==> src/rtl/tag_recv_pkg.sv <==
// Shared types and helpers for the tag receive block.
// Slot states and the column range helper live here.
package tag_pkg;

    localparam int NUM_COL = 8;
    localparam int TAG_W   = $clog2(NUM_COL) + 1;

    typedef enum logic [1:0] {
        IDLE,
        RUN,
        DIS
    } slot_st_t;

    // Column j belongs to the active kernel when j < kernel_size.
    function automatic logic range_bit(
        input int         j,
        input logic [7:0] ks
    );
        return j < int'(ks);
    endfunction

    function automatic logic [NUM_COL-1:0] range_mask(
        input logic [7:0] ks
    );
        logic [NUM_COL-1:0] m;
        for (int j = 0; j < NUM_COL; j++) begin
            m[j] = range_bit(j, ks);
        end
        return m;
    endfunction

endpackage

==> src/rtl/tag_recv_if.sv <==
// Allocator/PE column bundle for the tag receiver.
// master = allocator + PE array side, slave = tag_recv.
interface tag_recv_if #(
    parameter int NUM_COL = 8,
    parameter int TAG_W   = $clog2(NUM_COL) + 1
);

    logic [NUM_COL-1:0][TAG_W-1:0] tag_in;
    logic [NUM_COL-1:0]            col_done;
    logic [NUM_COL-1:0]            tag_locks;
    logic [NUM_COL-1:0][TAG_W-1:0] col_tag;
    logic [NUM_COL-1:0]            col_start;

    modport master (
        output tag_in,
        output col_done,
        input  tag_locks,
        input  col_tag,
        input  col_start
    );

    modport slave (
        input  tag_in,
        input  col_done,
        output tag_locks,
        output col_tag,
        output col_start
    );

endinterface

==> src/rtl/tag_recv_slot.sv <==
// One receive slot: IDLE/RUN/DIS state, captured tag and start pulse.
// Completion and protocol events go up to the top for counting.
module tag_recv_slot
    import tag_pkg::*;
#(
    parameter int TAG_W = 4
) (
    input  logic             clk,
    input  logic             rst,
    input  logic             flush,
    input  logic             in_range,
    input  logic [TAG_W-1:0] tag_in,
    input  logic             col_done,
    output logic             lock,
    output logic [TAG_W-1:0] col_tag,
    output logic             col_start,
    output logic             done_evt,
    output logic             err
);

    slot_st_t st;
    logic     has_tag;

    assign has_tag  = |tag_in;
    assign done_evt = !flush && (st == RUN) && col_done;

    // Illegal events are flagged but never change the slot.
    assign err = !flush &&
                 ((has_tag && (st != IDLE)) ||
                  (col_done && (st != RUN)));

    always_ff @(posedge clk or posedge rst) begin
        if (rst) begin
            st        <= IDLE;
            lock      <= 1'b0;
            col_tag   <= '0;
            col_start <= 1'b0;
        end else begin
            col_start <= 1'b0;
            if (flush) begin
                st      <= in_range ? IDLE : DIS;
                lock    <= !in_range;
                col_tag <= '0;
            end else begin
                unique case (st)
                    IDLE: begin
                        if (!in_range) begin
                            st   <= DIS;
                            lock <= 1'b1;
                        end else if (has_tag) begin
                            st        <= RUN;
                            lock      <= 1'b1;
                            col_tag   <= tag_in;
                            col_start <= 1'b1;
                        end
                    end
                    RUN: begin
                        if (col_done) begin
                            st      <= in_range ? IDLE : DIS;
                            lock    <= !in_range;
                            col_tag <= '0;
                        end
                    end
                    DIS: begin
                        if (in_range) begin
                            st   <= IDLE;
                            lock <= 1'b0;
                        end
                    end
                    default: begin
                        st      <= IDLE;
                        lock    <= 1'b0;
                        col_tag <= '0;
                    end
                endcase
            end
        end
    end

endmodule

==> src/rtl/tag_recv.sv <==
// Column-side tag responder: per-column slots plus completion
// counting, all-done tracking and a sticky protocol error flag.
module tag_recv
    import tag_pkg::*;
#(
    parameter int NUM_COL = 8,
    parameter int TAG_W   = $clog2(NUM_COL) + 1,
    parameter int CNT_W   = 16
) (
    input  logic             clk,
    input  logic             rst,
    input  logic             flush,
    input  logic [7:0]       kernel_size,
    tag_recv_if.slave        col,
    output logic [CNT_W-1:0] done_cnt,
    output logic             all_done,
    output logic             proto_err
);

    logic [NUM_COL-1:0]            in_range;
    logic [NUM_COL-1:0]            lock;
    logic [NUM_COL-1:0][TAG_W-1:0] tag_q;
    logic [NUM_COL-1:0]            start;
    logic [NUM_COL-1:0]            done_evt;
    logic [NUM_COL-1:0]            err;
    logic [NUM_COL-1:0]            done_mask;
    logic [CNT_W-1:0]              cnt_inc;
    logic                          mask_full;

    always_comb begin
        in_range = '0;
        for (int j = 0; j < NUM_COL; j++) begin
            in_range[j] = range_bit(j, kernel_size);
        end
    end

    for (genvar j = 0; j < NUM_COL; j++) begin : g_slot
        tag_recv_slot #(
            .TAG_W (TAG_W)
        ) u_slot (
            .clk       (clk),
            .rst       (rst),
            .flush     (flush),
            .in_range  (in_range[j]),
            .tag_in    (col.tag_in[j]),
            .col_done  (col.col_done[j]),
            .lock      (lock[j]),
            .col_tag   (tag_q[j]),
            .col_start (start[j]),
            .done_evt  (done_evt[j]),
            .err       (err[j])
        );
    end

    assign col.tag_locks = lock;
    assign col.col_tag   = tag_q;
    assign col.col_start = start;

    // Several columns may finish in the same cycle.
    always_comb begin
        cnt_inc = '0;
        for (int j = 0; j < NUM_COL; j++) begin
            cnt_inc = cnt_inc + CNT_W'(done_evt[j]);
        end
    end

    // An empty kernel never counts as complete.
    assign mask_full = (|in_range) &&
                       ((done_mask & in_range) == in_range);

    always_ff @(posedge clk or posedge rst) begin
        if (rst) begin
            done_cnt  <= '0;
            done_mask <= '0;
            all_done  <= 1'b0;
            proto_err <= 1'b0;
        end else if (flush) begin
            done_cnt  <= '0;
            done_mask <= '0;
            all_done  <= 1'b0;
            proto_err <= 1'b0;
        end else begin
            done_cnt  <= done_cnt + cnt_inc;
            done_mask <= done_mask | done_evt;
            all_done  <= mask_full;
            proto_err <= proto_err | (|err);
        end
    end

endmodule

==> src/flat_wrapper.sv <==
// flat-port wrapper written by rule: the top's interface ports become plain ports
module tag_recv_flat import tag_pkg::*;
#(
    parameter int NUM_COL = 8,
    parameter int TAG_W   = $clog2(NUM_COL) + 1,
    parameter int CNT_W   = 16
)
  (clk, rst, flush, kernel_size, done_cnt, all_done, proto_err, col_tag_in, col_col_done, col_tag_locks, col_col_tag, col_col_start);
  tag_recv_if #(.NUM_COL(NUM_COL), .TAG_W(TAG_W)) col_i ();
  input  logic clk;
  input  logic rst;
  input  logic flush;
  input  logic [7:0] kernel_size;
  output logic [CNT_W-1:0] done_cnt;
  output logic all_done;
  output logic proto_err;
  input wire logic [$bits(col_i.tag_in)-1:0] col_tag_in;
  input wire logic [$bits(col_i.col_done)-1:0] col_col_done;
  output wire logic [$bits(col_i.tag_locks)-1:0] col_tag_locks;
  output wire logic [$bits(col_i.col_tag)-1:0] col_col_tag;
  output wire logic [$bits(col_i.col_start)-1:0] col_col_start;
  assign col_i.tag_in = col_tag_in;
  assign col_i.col_done = col_col_done;
  assign col_tag_locks = col_i.tag_locks;
  assign col_col_tag = col_i.col_tag;
  assign col_col_start = col_i.col_start;
  tag_recv #(.NUM_COL(NUM_COL), .TAG_W(TAG_W), .CNT_W(CNT_W)) u_core (.clk(clk), .rst(rst), .flush(flush), .kernel_size(kernel_size), .col(col_i), .done_cnt(done_cnt), .all_done(all_done), .proto_err(proto_err));
endmodule
==> config.mk <==
export PLATFORM = sky130hd
export DESIGN_NAME = tag_recv_flat
export DESIGN_NICKNAME = d
export VERILOG_FILES = /design/src/rtl/tag_recv_pkg.sv /design/src/rtl/tag_recv_if.sv /design/src/rtl/tag_recv_slot.sv /design/src/rtl/tag_recv.sv /design/src/flat_wrapper.sv
export SDC_FILE = /design/constraint.sdc
export NUM_CORES = 1
export LEC_CHECK = 0
export ABC_AREA = 1
export CORE_MARGIN = 3
export CORE_UTILIZATION = 43
export CTS_CLUSTER_DIAMETER = 50
export DETAILED_ROUTE_END_ITERATION = 16
export GPL_ROUTABILITY_DRIVEN = 0
export HOLD_SLACK_MARGIN = 0.05
export PLACE_DENSITY_LB_ADDON = 0.2
export SLEW_MARGIN = 20
export SYNTH_ARGS = -nofsm -noshare
export SYNTH_HDL_FRONTEND = slang
export SYNTH_SLANG_ARGS = --single-unit
==> constraint.sdc <==
create_clock -name clk -period 3.85 [get_ports clk]
set_input_delay 0.77 -clock clk [delete_from_list [all_inputs] [get_ports clk]]
set_output_delay 0.77 -clock clk [all_outputs]
set_load 0.02 [all_outputs]
==> flow_summary.html, run 1 <==
<table>
<tr><th>Metric</th><th>Value</th></tr>
<tr><th colspan="2">Outcome</th></tr>
<tr><td>Outcome</td><td>finished, violations left</td></tr>
<tr><td>Violations in the final reports</td><td>negative setup slack</td></tr>
<tr><th colspan="2">Routing</th></tr>
<tr><td>Initial drt markers</td><td>377</td></tr>
<tr><td>Avg Vias per Cell</td><td>4.96</td></tr>
<tr><td>Detail-routed net length per standard cell</td><td>13.3 um</td></tr>
<tr><td>Number of nets with antenna violations after routing</td><td>0</td></tr>
<tr><td>First-pass iteration count of the detailed router</td><td>5</td></tr>
<tr><td>Drt drc</td><td>0</td></tr>
<tr><td>DR vias</td><td>4846</td></tr>
<tr><td>Routed Wire Length</td><td>13000 um</td></tr>
<tr><th colspan="2">Yosys</th></tr>
<tr><td>Post-synth net total</td><td>769</td></tr>
<tr><td>FFs w/ async S/R, synth</td><td>100%</td></tr>
<tr><td>YS warnings</td><td>0</td></tr>
<tr><td>Flip-flop cell with the highest count after synthesis</td><td>sky130_fd_sc_hd__dfrtp_1</td></tr>
<tr><td>Average size of a mapped cell</td><td>7.37 um^2</td></tr>
<tr><td>Number of synthesized flops with an enable pin</td><td>0</td></tr>
<tr><td>Post-synthesis instance area</td><td>0.00518 mm^2</td></tr>
<tr><td>Number of distinct library cell variants in the gate-level netlist after synthesis</td><td>39</td></tr>
<tr><td>Portion of the post-synthesis area used by sequential elements</td><td>43.5%</td></tr>
<tr><td>Proportion of netlist area held by the largest area contributor</td><td>43.5%</td></tr>
<tr><td>Number of register bits inferred by synthesis</td><td>90</td></tr>
<tr><td>Cell count after synthesis</td><td>702</td></tr>
<tr><td>Leading post-synthesis cells by cell area</td><td>sky130_fd_sc_hd__dfrtp_1 44%, sky130_fd_sc_hd__nand2_1 17%, sky130_fd_sc_hd__nor2_1 6.5%</td></tr>
<tr><td>Dominant cell type by area after synthesis</td><td>sky130_fd_sc_hd__dfrtp_1</td></tr>
<tr><th colspan="2">Timing</th></tr>
<tr><td>Final hold viol count</td><td>0</td></tr>
<tr><td>Number of pins exceeding their max-slew limit in the final report</td><td>0</td></tr>
<tr><td>Worst clock skew</td><td>6.29 ps</td></tr>
<tr><td>Unrepaired setup endpoints after global routing</td><td>yes</td></tr>
<tr><td>Peak clock frequency supported by timing</td><td>0.250 GHz</td></tr>
<tr><td>Final setup vio count</td><td>6</td></tr>
<tr><td>Max-slew headroom at the worst pin</td><td>59.2%</td></tr>
<tr><td>Slew at the pin closest to its max-slew limit</td><td>611 ps</td></tr>
<tr><td>Slack of the critical path</td><td>-152 ps</td></tr>
<tr><td>Shortest period the worst path allows</td><td>4000 ps</td></tr>
<tr><td>Final clock period utilization by the worst path</td><td>104%</td></tr>
<tr><th colspan="2">Placement</th></tr>
<tr><td>Worst setup slack after placement</td><td>-952 ps</td></tr>
<tr><td>Cell total after placement</td><td>959</td></tr>
<tr><td>Placed cell areas</td><td>0.00655 mm^2</td></tr>
<tr><td>HPWL Detailed</td><td>9760 um</td></tr>
<tr><td>Count of input and output buffers</td><td>116</td></tr>
<tr><th colspan="2">Setup path</th></tr>
<tr><td>CP delay by family, top</td><td>adder cells</td></tr>
<tr><td>CP bufs+invs</td><td>4</td></tr>
<tr><td>Crit Path Class</td><td>in2reg</td></tr>
<tr><td>Highest cell delay on the worst timing path</td><td>530 ps</td></tr>
<tr><td>Kind of end point of the critical path</td><td>flop</td></tr>
<tr><td>Critical Path Stages</td><td>18</td></tr>
<tr><td>Crit-path max FO</td><td>7</td></tr>
<tr><td>Endpoint arrival time on the critical path</td><td>4270 ps</td></tr>
<tr><td>Length in cells of the worst reg-to-reg path</td><td>19</td></tr>
<tr><td>Cell Chain, Critical Path</td><td>clkdlybuf4s15_2, nor3b_4, ha_1, inv_2, fa_1, fa_1, fa_1, inv_1, ha_2, inv_2, fa_2, nor2_4, nor2_4, o21ai_4, nand2_1, nand2_1, nand2_1, nor2_1</td></tr>
<tr><td>Highest-delay cell along the critical path</td><td>sky130_fd_sc_hd__fa_1</td></tr>
<tr><td>CP Data Required Time</td><td>4120 ps</td></tr>
<tr><td>Startpoint type of the worst setup path</td><td>input port</td></tr>
<tr><th colspan="2">Floorplan</th></tr>
<tr><td>Die area</td><td>0.0134 mm^2</td></tr>
<tr><td>Standard cell core area</td><td>0.0116 mm^2</td></tr>
<tr><td>Count of boundary I/O pins</td><td>117</td></tr>
<tr><td>Y dimension of the die</td><td>116 um</td></tr>
<tr><td>Die X-Extent</td><td>116 um</td></tr>
<tr><td>Starting density of the core</td><td>44.6%</td></tr>
<tr><td>Total number of placement rows</td><td>39</td></tr>
<tr><th colspan="2">Clocking</th></tr>
<tr><td>Total CTS buffers</td><td>9</td></tr>
<tr><td>Number of H-tree levels</td><td>3</td></tr>
<tr><td>Maximum clock path buffer count</td><td>2</td></tr>
<tr><td>Clock root cell</td><td>sky130_fd_sc_hd__clkbuf_16</td></tr>
<tr><td>Clock tree from TritonCTS</td><td>yes</td></tr>
<tr><td>Clock latency of the later-clocked register in the worst-skew pair</td><td>340 ps</td></tr>
<tr><td>Clock input transition at the sequential cells of the worst setup and hold paths</td><td>70 ps</td></tr>
<tr><td>Number of sinks handled by clock tree synthesis</td><td>90</td></tr>
<tr><th colspan="2">Worst hold path</th></tr>
<tr><td>Kind of path behind the tightest hold check</td><td>reg2reg</td></tr>
<tr><td>Hold path depth</td><td>2</td></tr>
<tr><th colspan="2">Layout</th></tr>
<tr><td>Count of inserted antenna diode cells</td><td>0</td></tr>
<tr><td>Fraction of final layout cells with drive strength greater than 1</td><td>10.9%</td></tr>
<tr><td>Post-layout net count</td><td>898</td></tr>
<tr><td>Most used cells in the layout excluding fill and tap cells</td><td>225 x sky130_fd_sc_hd__nand2_1, 112 x sky130_fd_sc_hd__clkdlybuf4s50_1, 90 x sky130_fd_sc_hd__dfrtp_1, 86 x sky130_fd_sc_hd__nor2_1, 77 x sky130_fd_sc_hd__inv_1</td></tr>
<tr><td>Most frequent standard cell in the layout excluding fill and tap cells</td><td>sky130_fd_sc_hd__nand2_1</td></tr>
<tr><td>Layout filler cell count</td><td>1054</td></tr>
<tr><td>Post-Layout Cell Count</td><td>978</td></tr>
<tr><td>Post-Layout Inst Area</td><td>0.00697 mm^2</td></tr>
<tr><td>Fraction of the core area covered by cells at the end of the flow</td><td>60.0%</td></tr>
<tr><td>Relative area change from synthesis to final layout</td><td>34.7%</td></tr>
<tr><th colspan="2">Power and ir drop</th></tr>
<tr><td>Peak ir drop on the vdd network</td><td>0.000194 V</td></tr>
<tr><td>Cell Pwr Density</td><td>384 mW/mm^2</td></tr>
<tr><td>Final Power</td><td>0.00268 W</td></tr>
<tr><td>P_leak</td><td>3.55 nW</td></tr>
<tr><th colspan="2">GRT</th></tr>
<tr><td>Combined global-route utilization of all metal layers</td><td>19.9%</td></tr>
<tr><td>Number of antenna violations at the first check in global routing</td><td>0</td></tr>
<tr><td>Number of global-route vias before repair</td><td>4792</td></tr>
<tr><td>Pin count of the biggest net entering global routing</td><td>48</td></tr>
<tr><td>First-pass GRT wire length</td><td>21700 um</td></tr>
<tr><td>Residual overflow from global routing</td><td>0</td></tr>
<tr><th colspan="2">Flow run</th></tr>
<tr><td>Max-cap viol count</td><td>0</td></tr>
</table>
[worst min-delay path, delay by kind of cell, from the launching register on]
kind          cells  cell delay (ps)
flops             1              350
simple gates      2               90
[layout make-up]
type	count	area, um^2	share of cell area (%)
Inverter	87	330	4.74
Tap cell	143	179	2.57
Multi-Input combinational cell	501	2520	36.1
Clock inverter	2	60.1	0.861
Sequential cell	90	2250	32.3
Timing Repair Buffer	142	1370	19.7
Clock buffer	13	260	3.73
[cells by family after synthesis]
family | synth area share [%]
buffers and inverters | 9.72
AND/OR/NAND/NOR | 34.2
flip-flops | 43.5
AO/OA/AOI/OAI | 7.64
adder cells (fa/ha/maj) | 4.45
XOR/XNOR | 0.508
[through the flow]
stage | hold WS, ps | setup TNS, ps
floorplan | 442 | -1370
global placement | 458 | -9700
detailed placement | 461 | -10300
CTS | 479 | -1190
global route | 501 | -1590
finish | 476 | -656
[registers in the layout (all words and copies together), names as in the netlist]
signal	count
u_core.g_slot.u_slot.col_tag	32
u_core.done_cnt	16
u_core.g_slot.u_slot.st	16
u_core.done_mask	8
u_core.g_slot.u_slot.col_start	8
u_core.g_slot.u_slot.lock	8
u_core.all_done	1
u_core.proto_err	1
[report_power, final]
| group | leakage, nW | total (W) | switching [W] | internal, W |
|---|---|---|---|---|
| combinational | 2.21 | 0.000643 | 0.000362 | 0.000282 |
| sequential | 1.19 | 0.00108 | 0.0000503 | 0.00103 |
| clock | 0.156 | 0.000960 | 0.000358 | 0.000602 |
| total | 3.55 | 0.00268 | 0.000770 | 0.00191 |
[final timing paths]
| kind | startpoint | endpoint | slack (ps) |
|---|---|---|---|
| max reg2reg | u_core.g_slot[0].u_slot.st[1] | u_core.done_cnt[14] | -90 |
| max in group asynchronous | rst | u_core.g_slot[6].u_slot.col_tag[0] | 2250 |
| min reg2reg | u_core.g_slot[7].u_slot.col_tag[3] | u_core.g_slot[7].u_slot.col_tag[3] | 480 |
| min in group asynchronous | rst | u_core.g_slot[3].u_slot.col_tag[0] | 870 |
| max | col_col_done[0] | u_core.done_cnt[14] | -150 |
| min | u_core.g_slot[7].u_slot.col_tag[3] | u_core.g_slot[7].u_slot.col_tag[3] | 480 |
[per-layer routing]
metal  share of wire [%]  vias up  track usage, %
met5                   0        -               0
met4                0.92        0            4.95
met3                 6.3        9            4.13
met2                  48      129            33.7
met1                  45     2240            26.4
li1                    -     2468               -
[cells in the mapped netlist (2+ instances only)]
cell type                  count
sky130_fd_sc_hd__nand2_1     230
sky130_fd_sc_hd__dfrtp_1      90
sky130_fd_sc_hd__nor2_1       89
sky130_fd_sc_hd__inv_1        81
sky130_fd_sc_hd__nand3_1      45
sky130_fd_sc_hd__o21ai_0      28
sky130_fd_sc_hd__buf_4        17
sky130_fd_sc_hd__o21ai_1      16
sky130_fd_sc_hd__a21oi_1      14
sky130_fd_sc_hd__ha_1         12
sky130_fd_sc_hd__nand4_1      12
sky130_fd_sc_hd__nor3_1        7
sky130_fd_sc_hd__buf_2         5
sky130_fd_sc_hd__inv_2         5
sky130_fd_sc_hd__nand3b_1      5
sky130_fd_sc_hd__nor2_2        5
sky130_fd_sc_hd__fa_1          4
sky130_fd_sc_hd__nand2_2       3
sky130_fd_sc_hd__nand3_2       3
sky130_fd_sc_hd__o21ai_2       3
sky130_fd_sc_hd__o21bai_1      3
sky130_fd_sc_hd__xor2_1        3
sky130_fd_sc_hd__buf_6         2
sky130_fd_sc_hd__nor2_4        2
sky130_fd_sc_hd__nor3b_1       2
sky130_fd_sc_hd__nor4_1        2
sky130_fd_sc_hd__or2_1         2
[repair_timing]
item / 4_1_cts / 5_1_grt
cloned: 0 / 0
gates resized for setup: 22 / 14
setup endpoints to repair: 15 / 13
buffers inserted: 3 / 3
pin swaps: 14 / 18
hold buffers: 0 / 0
Note: power is estimated with default switching activity, not from simulation.
==> inputs of run 2 (changes only) <==
- ABC_AREA: 1 -> 0
- CELL_PAD_IN_SITES_DETAIL_PLACEMENT: default -> 0
- CELL_PAD_IN_SITES_GLOBAL_PLACEMENT: default -> 2
- CORE_UTILIZATION: 43 -> 28
==> run 2 against run 1 <==
  * The run still ends with negative setup slack left
  * Count of clock-buffer cells in the layout shrank 2
  * Area after synthesis shrank 6.3%
  * Die area grew 41%
  * Clock skew grew 4.6 ps
  * First-iteration DRC count shrank 37%
  * Sequential share of layout area grew 0.97 points
  * Via count shrank 14%
  * Synthesized cell count shrank 29%
  * Critical path depth shrank 1
  * Non-clock buffer count grew 9
  * Register-to-register slack is essentially flat
  * Cell area shrank 2.9%
==> flow_summary.html, run 2 <==
<table>
<tr><th>Metric</th><th>Value</th></tr>
<tr><th colspan="2">Outcome</th></tr>
<tr><td>Outcome</td><td>finished, violations left</td></tr>
<tr><td>Violations in the final reports</td><td>negative setup slack</td></tr>
<tr><th colspan="2">Layout</th></tr>
<tr><td>Reg with most FFs</td><td>u_core.g_slot.u_slot.col_tag</td></tr>
<tr><td>Largest register FFs</td><td>32 (unchanged)</td></tr>
<tr><td>Layout filler cell count</td><td>1653 (+57%)</td></tr>
<tr><td>Most frequent standard cell in the layout excluding fill and tap cells</td><td>sky130_fd_sc_hd__clkdlybuf4s50_1</td></tr>
<tr><td>Fraction of final layout cells with drive strength greater than 1</td><td>14.1% (+3.3 points)</td></tr>
<tr><td>Footprint of the flip-flops and latches</td><td>0.00225 mm^2 (unchanged)</td></tr>
<tr><td>Count of inserted antenna diode cells</td><td>0 (unchanged)</td></tr>
<tr><td>Post-layout net count</td><td>691 (-23%)</td></tr>
<tr><td>Combined area of the multi-input logic cells</td><td>0.00233 mm^2 (-7.7%)</td></tr>
<tr><td>Leading registers by flop count</td><td>u_core.g_slot.u_slot.col_tag x32, u_core.done_cnt x16, u_core.g_slot.u_slot.st x16</td></tr>
<tr><td>Post-Layout Cell Count</td><td>849 (-13%)</td></tr>
<tr><td>Most used cells in the layout excluding fill and tap cells</td><td>112 x sky130_fd_sc_hd__clkdlybuf4s50_1, 90 x sky130_fd_sc_hd__dfrtp_1, 38 x sky130_fd_sc_hd__nor2_1, 38 x sky130_fd_sc_hd__o21ai_0, 36 x sky130_fd_sc_hd__inv_1</td></tr>
<tr><td>Relative area change from synthesis to final layout</td><td>39.5%</td></tr>
<tr><th colspan="2">Placement</th></tr>
<tr><td>Cell total after placement</td><td>831 (-13%)</td></tr>
<tr><td>HPWL Detailed</td><td>9940 um (+1.9%)</td></tr>
<tr><td>Count of input and output buffers</td><td>116 (unchanged)</td></tr>
<tr><th colspan="2">Worst hold path</th></tr>
<tr><td>Kind of path behind the tightest hold check</td><td>reg2reg</td></tr>
<tr><th colspan="2">Setup path</th></tr>
<tr><td>Highest cell delay on the worst timing path</td><td>510 ps (-20 ps)</td></tr>
<tr><td>CP Data Required Time</td><td>4080 ps (-40 ps)</td></tr>
<tr><td>R2r startpoint</td><td>u_core.g_slot[1].u_slot.st[0]</td></tr>
<tr><td>Cell Chain, Critical Path</td><td>buf_12, nor2b_4, nor3b_4, ha_4, inv_2, fa_1, fa_1, fa_1, inv_1, ha_2, inv_2, fa_2, nor2b_2, o31a_1, o211ai_1, xor2_1, nor2_1</td></tr>
<tr><td>Endpoint of the worst setup timing path</td><td>u_core.done_cnt[12]</td></tr>
<tr><td>Slack of the worst reg-to-reg path</td><td>-80 ps (about the same)</td></tr>
<tr><td>Endpoint arrival time on the critical path</td><td>4320 ps (+50 ps)</td></tr>
<tr><td>Origin of the worst setup path</td><td>flush</td></tr>
<tr><td>Length in cells of the worst reg-to-reg path</td><td>16 (-3)</td></tr>
<tr><td>Reg-to-Reg End</td><td>u_core.done_cnt[12]</td></tr>
<tr><td>Highest-delay cell along the critical path</td><td>sky130_fd_sc_hd__fa_1</td></tr>
<tr><td>Cell occurring most often along the worst timing path</td><td>sky130_fd_sc_hd__fa_1</td></tr>
<tr><td>Startpoint type of the worst setup path</td><td>input port</td></tr>
<tr><td>Kind of end point of the critical path</td><td>flop</td></tr>
<tr><td>Crit Path Class</td><td>in2reg</td></tr>
<tr><td>Crit-path max FO</td><td>6 (-1)</td></tr>
<tr><th colspan="2">Timing</th></tr>
<tr><td>Max-slew headroom at the worst pin</td><td>43.1% (-16 points)</td></tr>
<tr><td>Peak clock frequency supported by timing</td><td>0.244 GHz (-2.2%)</td></tr>
<tr><td>Worst clock skew</td><td>10.8 ps (+4.55 ps)</td></tr>
<tr><td>Number of pins exceeding their max-slew limit in the final report</td><td>0 (unchanged)</td></tr>
<tr><td>Slew at the pin closest to its max-slew limit</td><td>840 ps (+229 ps)</td></tr>
<tr><td>Final hold viol count</td><td>0 (unchanged)</td></tr>
<tr><td>Slack of the critical path</td><td>-240 ps (-88.0 ps)</td></tr>
<tr><td>Setup TNS</td><td>-1460 ps (-805 ps)</td></tr>
<tr><td>Shortest period the worst path allows</td><td>4090 ps (+88.0 ps)</td></tr>
<tr><td>Unrepaired setup endpoints after global routing</td><td>yes</td></tr>
<tr><td>Final setup vio count</td><td>12 (+6)</td></tr>
<tr><td>Final clock period utilization by the worst path</td><td>106% (+2.3 points)</td></tr>
<tr><th colspan="2">Yosys</th></tr>
<tr><td>Number of register bits inferred by synthesis</td><td>90 (unchanged)</td></tr>
<tr><td>Number of distinct library cell variants in the gate-level netlist after synthesis</td><td>61 (+56%)</td></tr>
<tr><td>Dominant cell type by area after synthesis</td><td>sky130_fd_sc_hd__dfrtp_1</td></tr>
<tr><td>FFs w/ async S/R, synth</td><td>100% (unchanged)</td></tr>
<tr><td>Average size of a mapped cell</td><td>9.72 um^2 (+32%)</td></tr>
<tr><td>Number of synthesized flops with an enable pin</td><td>0 (unchanged)</td></tr>
<tr><td>Commonest cells post-synth</td><td>90 x sky130_fd_sc_hd__dfrtp_1, 41 x sky130_fd_sc_hd__o21ai_0, 40 x sky130_fd_sc_hd__inv_1</td></tr>
<tr><td>Portion of the post-synthesis area used by sequential elements</td><td>46.4% (+2.9 points)</td></tr>
<tr><td>Flip-flop cell with the highest count after synthesis</td><td>sky130_fd_sc_hd__dfrtp_1</td></tr>
<tr><td>Post-synth net total</td><td>566 (-26%)</td></tr>
<tr><td>Post-synthesis instance area</td><td>0.00485 mm^2 (-6.3%)</td></tr>
<tr><td>Dominant cell by count in the synthesized netlist</td><td>sky130_fd_sc_hd__dfrtp_1</td></tr>
<tr><td>Cell count after synthesis</td><td>499 (-29%)</td></tr>
<tr><td>Leading post-synthesis cells by cell area</td><td>sky130_fd_sc_hd__dfrtp_1 46%, sky130_fd_sc_hd__o21ai_0 4.2%, sky130_fd_sc_hd__a22o_1 3.4%</td></tr>
<tr><td>YS warnings</td><td>0 (unchanged)</td></tr>
<tr><td>Proportion of netlist area held by the largest area contributor</td><td>46.4% (+2.9 points)</td></tr>
<tr><th colspan="2">Floorplan</th></tr>
<tr><td>Starting density of the core</td><td>28.9% (-16 points)</td></tr>
<tr><td>Die area</td><td>0.0189 mm^2 (+41%)</td></tr>
<tr><td>Count of boundary I/O pins</td><td>117 (unchanged)</td></tr>
<tr><td>Y dimension of the die</td><td>138 um (+19%)</td></tr>
<tr><td>Total number of placement rows</td><td>47 (+21%)</td></tr>
<tr><td>Standard cell core area</td><td>0.0168 mm^2 (+44%)</td></tr>
<tr><td>Die X-Extent</td><td>138 um (+19%)</td></tr>
<tr><th colspan="2">Routing</th></tr>
<tr><td>Initial drt markers</td><td>239 (-37%)</td></tr>
<tr><td>Detail-routed net length per standard cell</td><td>15.9 um (+20%)</td></tr>
<tr><td>Avg Vias per Cell</td><td>4.89 (-1.3%)</td></tr>
<tr><td>Number of nets with antenna violations after routing</td><td>0 (unchanged)</td></tr>
<tr><td>Routed Wire Length</td><td>13500 um (+4.1%)</td></tr>
<tr><td>DR vias</td><td>4154 (-14%)</td></tr>
<tr><td>First-pass iteration count of the detailed router</td><td>4 (-1)</td></tr>
<tr><td>Drt drc</td><td>0 (unchanged)</td></tr>
<tr><th colspan="2">Power and ir drop</th></tr>
<tr><td>P_leak</td><td>2.94 nW (-17%)</td></tr>
<tr><td>Peak ir drop on the vdd network</td><td>0.000209 V (+7.4%)</td></tr>
<tr><td>Final Power</td><td>0.00259 W (-3.4%)</td></tr>
<tr><td>Cell Pwr Density</td><td>383 mW/mm^2 (-0.50%)</td></tr>
<tr><th colspan="2">GRT</th></tr>
<tr><td>Combined global-route utilization of all metal layers</td><td>14.7% (-5.2 points)</td></tr>
<tr><td>Residual overflow from global routing</td><td>0 (unchanged)</td></tr>
<tr><td>Pin count of the biggest net entering global routing</td><td>54 (+13%)</td></tr>
<tr><td>Number of global-route vias before repair</td><td>4248 (-11%)</td></tr>
<tr><td>Number of antenna violations at the first check in global routing</td><td>0 (unchanged)</td></tr>
<tr><td>First-pass GRT wire length</td><td>22000 um (+1.4%)</td></tr>
<tr><th colspan="2">Clocking</th></tr>
<tr><td>Number of H-tree levels</td><td>3 (unchanged)</td></tr>
<tr><td>Number of sinks handled by clock tree synthesis</td><td>90 (unchanged)</td></tr>
<tr><td>Clock tree from TritonCTS</td><td>yes</td></tr>
<tr><td>Clock latency of the later-clocked register in the worst-skew pair</td><td>350 ps (about the same)</td></tr>
<tr><td>Clock root cell</td><td>sky130_fd_sc_hd__clkbuf_16</td></tr>
<tr><td>Maximum clock path buffer count</td><td>2 (unchanged)</td></tr>
<tr><td>Total CTS buffers</td><td>9 (unchanged)</td></tr>
<tr><td>Clock input transition at the sequential cells of the worst setup and hold paths</td><td>70 ps (about the same)</td></tr>
<tr><th colspan="2">Flow run</th></tr>
<tr><td>Max-cap viol count</td><td>0 (unchanged)</td></tr>
</table>
==> run 2: worst min path at each step <==
stage / end / startpoint / cells after the start / slack (ps)
after floorplan: u_core.done_mask[0] / u_core.done_mask[0] / 2 / 440
after global placement: u_core.done_mask[6] / u_core.done_mask[6] / 1 / 480
after detailed placement: u_core.done_mask[6] / u_core.done_mask[6] / 1 / 480
after CTS: u_core.g_slot[6].u_slot.st[1] / u_core.g_slot[6].u_slot.st[0] / 1 / 490
after global routing: u_core.done_mask[6] / u_core.done_mask[6] / 1 / 510
final: u_core.g_slot[6].u_slot.st[1] / u_core.g_slot[6].u_slot.st[0] / 1 / 490
==> run 2: worst max-delay path: cells and delay by family <==
kind | cells | cell delay, ps
AO/OA/AOI/OAI | 2 | 490
XOR/XNOR | 1 | 160
adder cells (fa/ha/maj) | 6 | 2070
buffers and inverters | 4 | 260
AND/OR/NAND/NOR | 4 | 550
==> run 2: repair_timing <==
action                                  4_1_cts  5_1_grt
gates resized for setup                      24        7
hold buffers                                  0        0
buffers inserted                              2        2
gates cloned                                  0        0
endpoints found under the setup margin       14       13
pin swaps                                    19       14
==> run 2: metrics by stage <==
step	setup WS (ps)	utilization (%)	hold slack (ps)	instance area [um^2]
2_1_floorplan	-430	-	444	4890
3_3_place_gp	-985	37.9	478	6350
3_5_place_dp	-1010	37.9	480	6350
4_1_cts	-293	40.2	492	6740
5_1_grt	-392	40.4	512	6770
6_report	-240	40.4	492	6770
==> run 2: kinds of logic (layout without fill, tap and decap cells) <==
kind of cell | Yosys count | in the layout | share of synthesized area, %
and+or+nand+nor | 163 | 163 | 18.1
muxes | 16 | 16 | 3.46
adders and majority gates | 16 | 16 | 4.75
xor gates and xnor gates | 11 | 11 | 1.99
DFF | 90 | 90 | 46.4
AOI/OAI and AO/OA | 125 | 125 | 17.8
buffers and inverters | 78 | 208 | 7.48
==> run 2: metal layers <==
metal  vias up  part of all wire, %  track usage, %  routed length (um)
li1       2030                    -               -                   -
met1      2017                   47            20.0                6320
met2        90                   47            23.5                6390
met3        17                  4.2            2.52                 571
met4         0                  1.8            5.54                 238
met5         -                    0               0                   0
==> run 2: power by group <==
group | total (W) | switching, W | leakage [nW] | internal [W]
Combinational | 0.000590 | 0.000308 | 1.61 | 0.000282
Sequential | 0.00106 | 0.0000434 | 1.19 | 0.00102
Clock | 0.000938 | 0.000396 | 0.148 | 0.000541
==> run 2: area by class of cell <==
| type | instances | share of cell area [%] |
|---|---|---|
| clock buffer | 11 | 3.73 |
| clock inverter | 5 | 0.924 |
| inverter | 41 | 2.31 |
| multi-input combinational | 331 | 34.4 |
| sequential | 90 | 33.3 |
| tap | 220 | 4.07 |
| timing repair buffer | 151 | 21.3 |
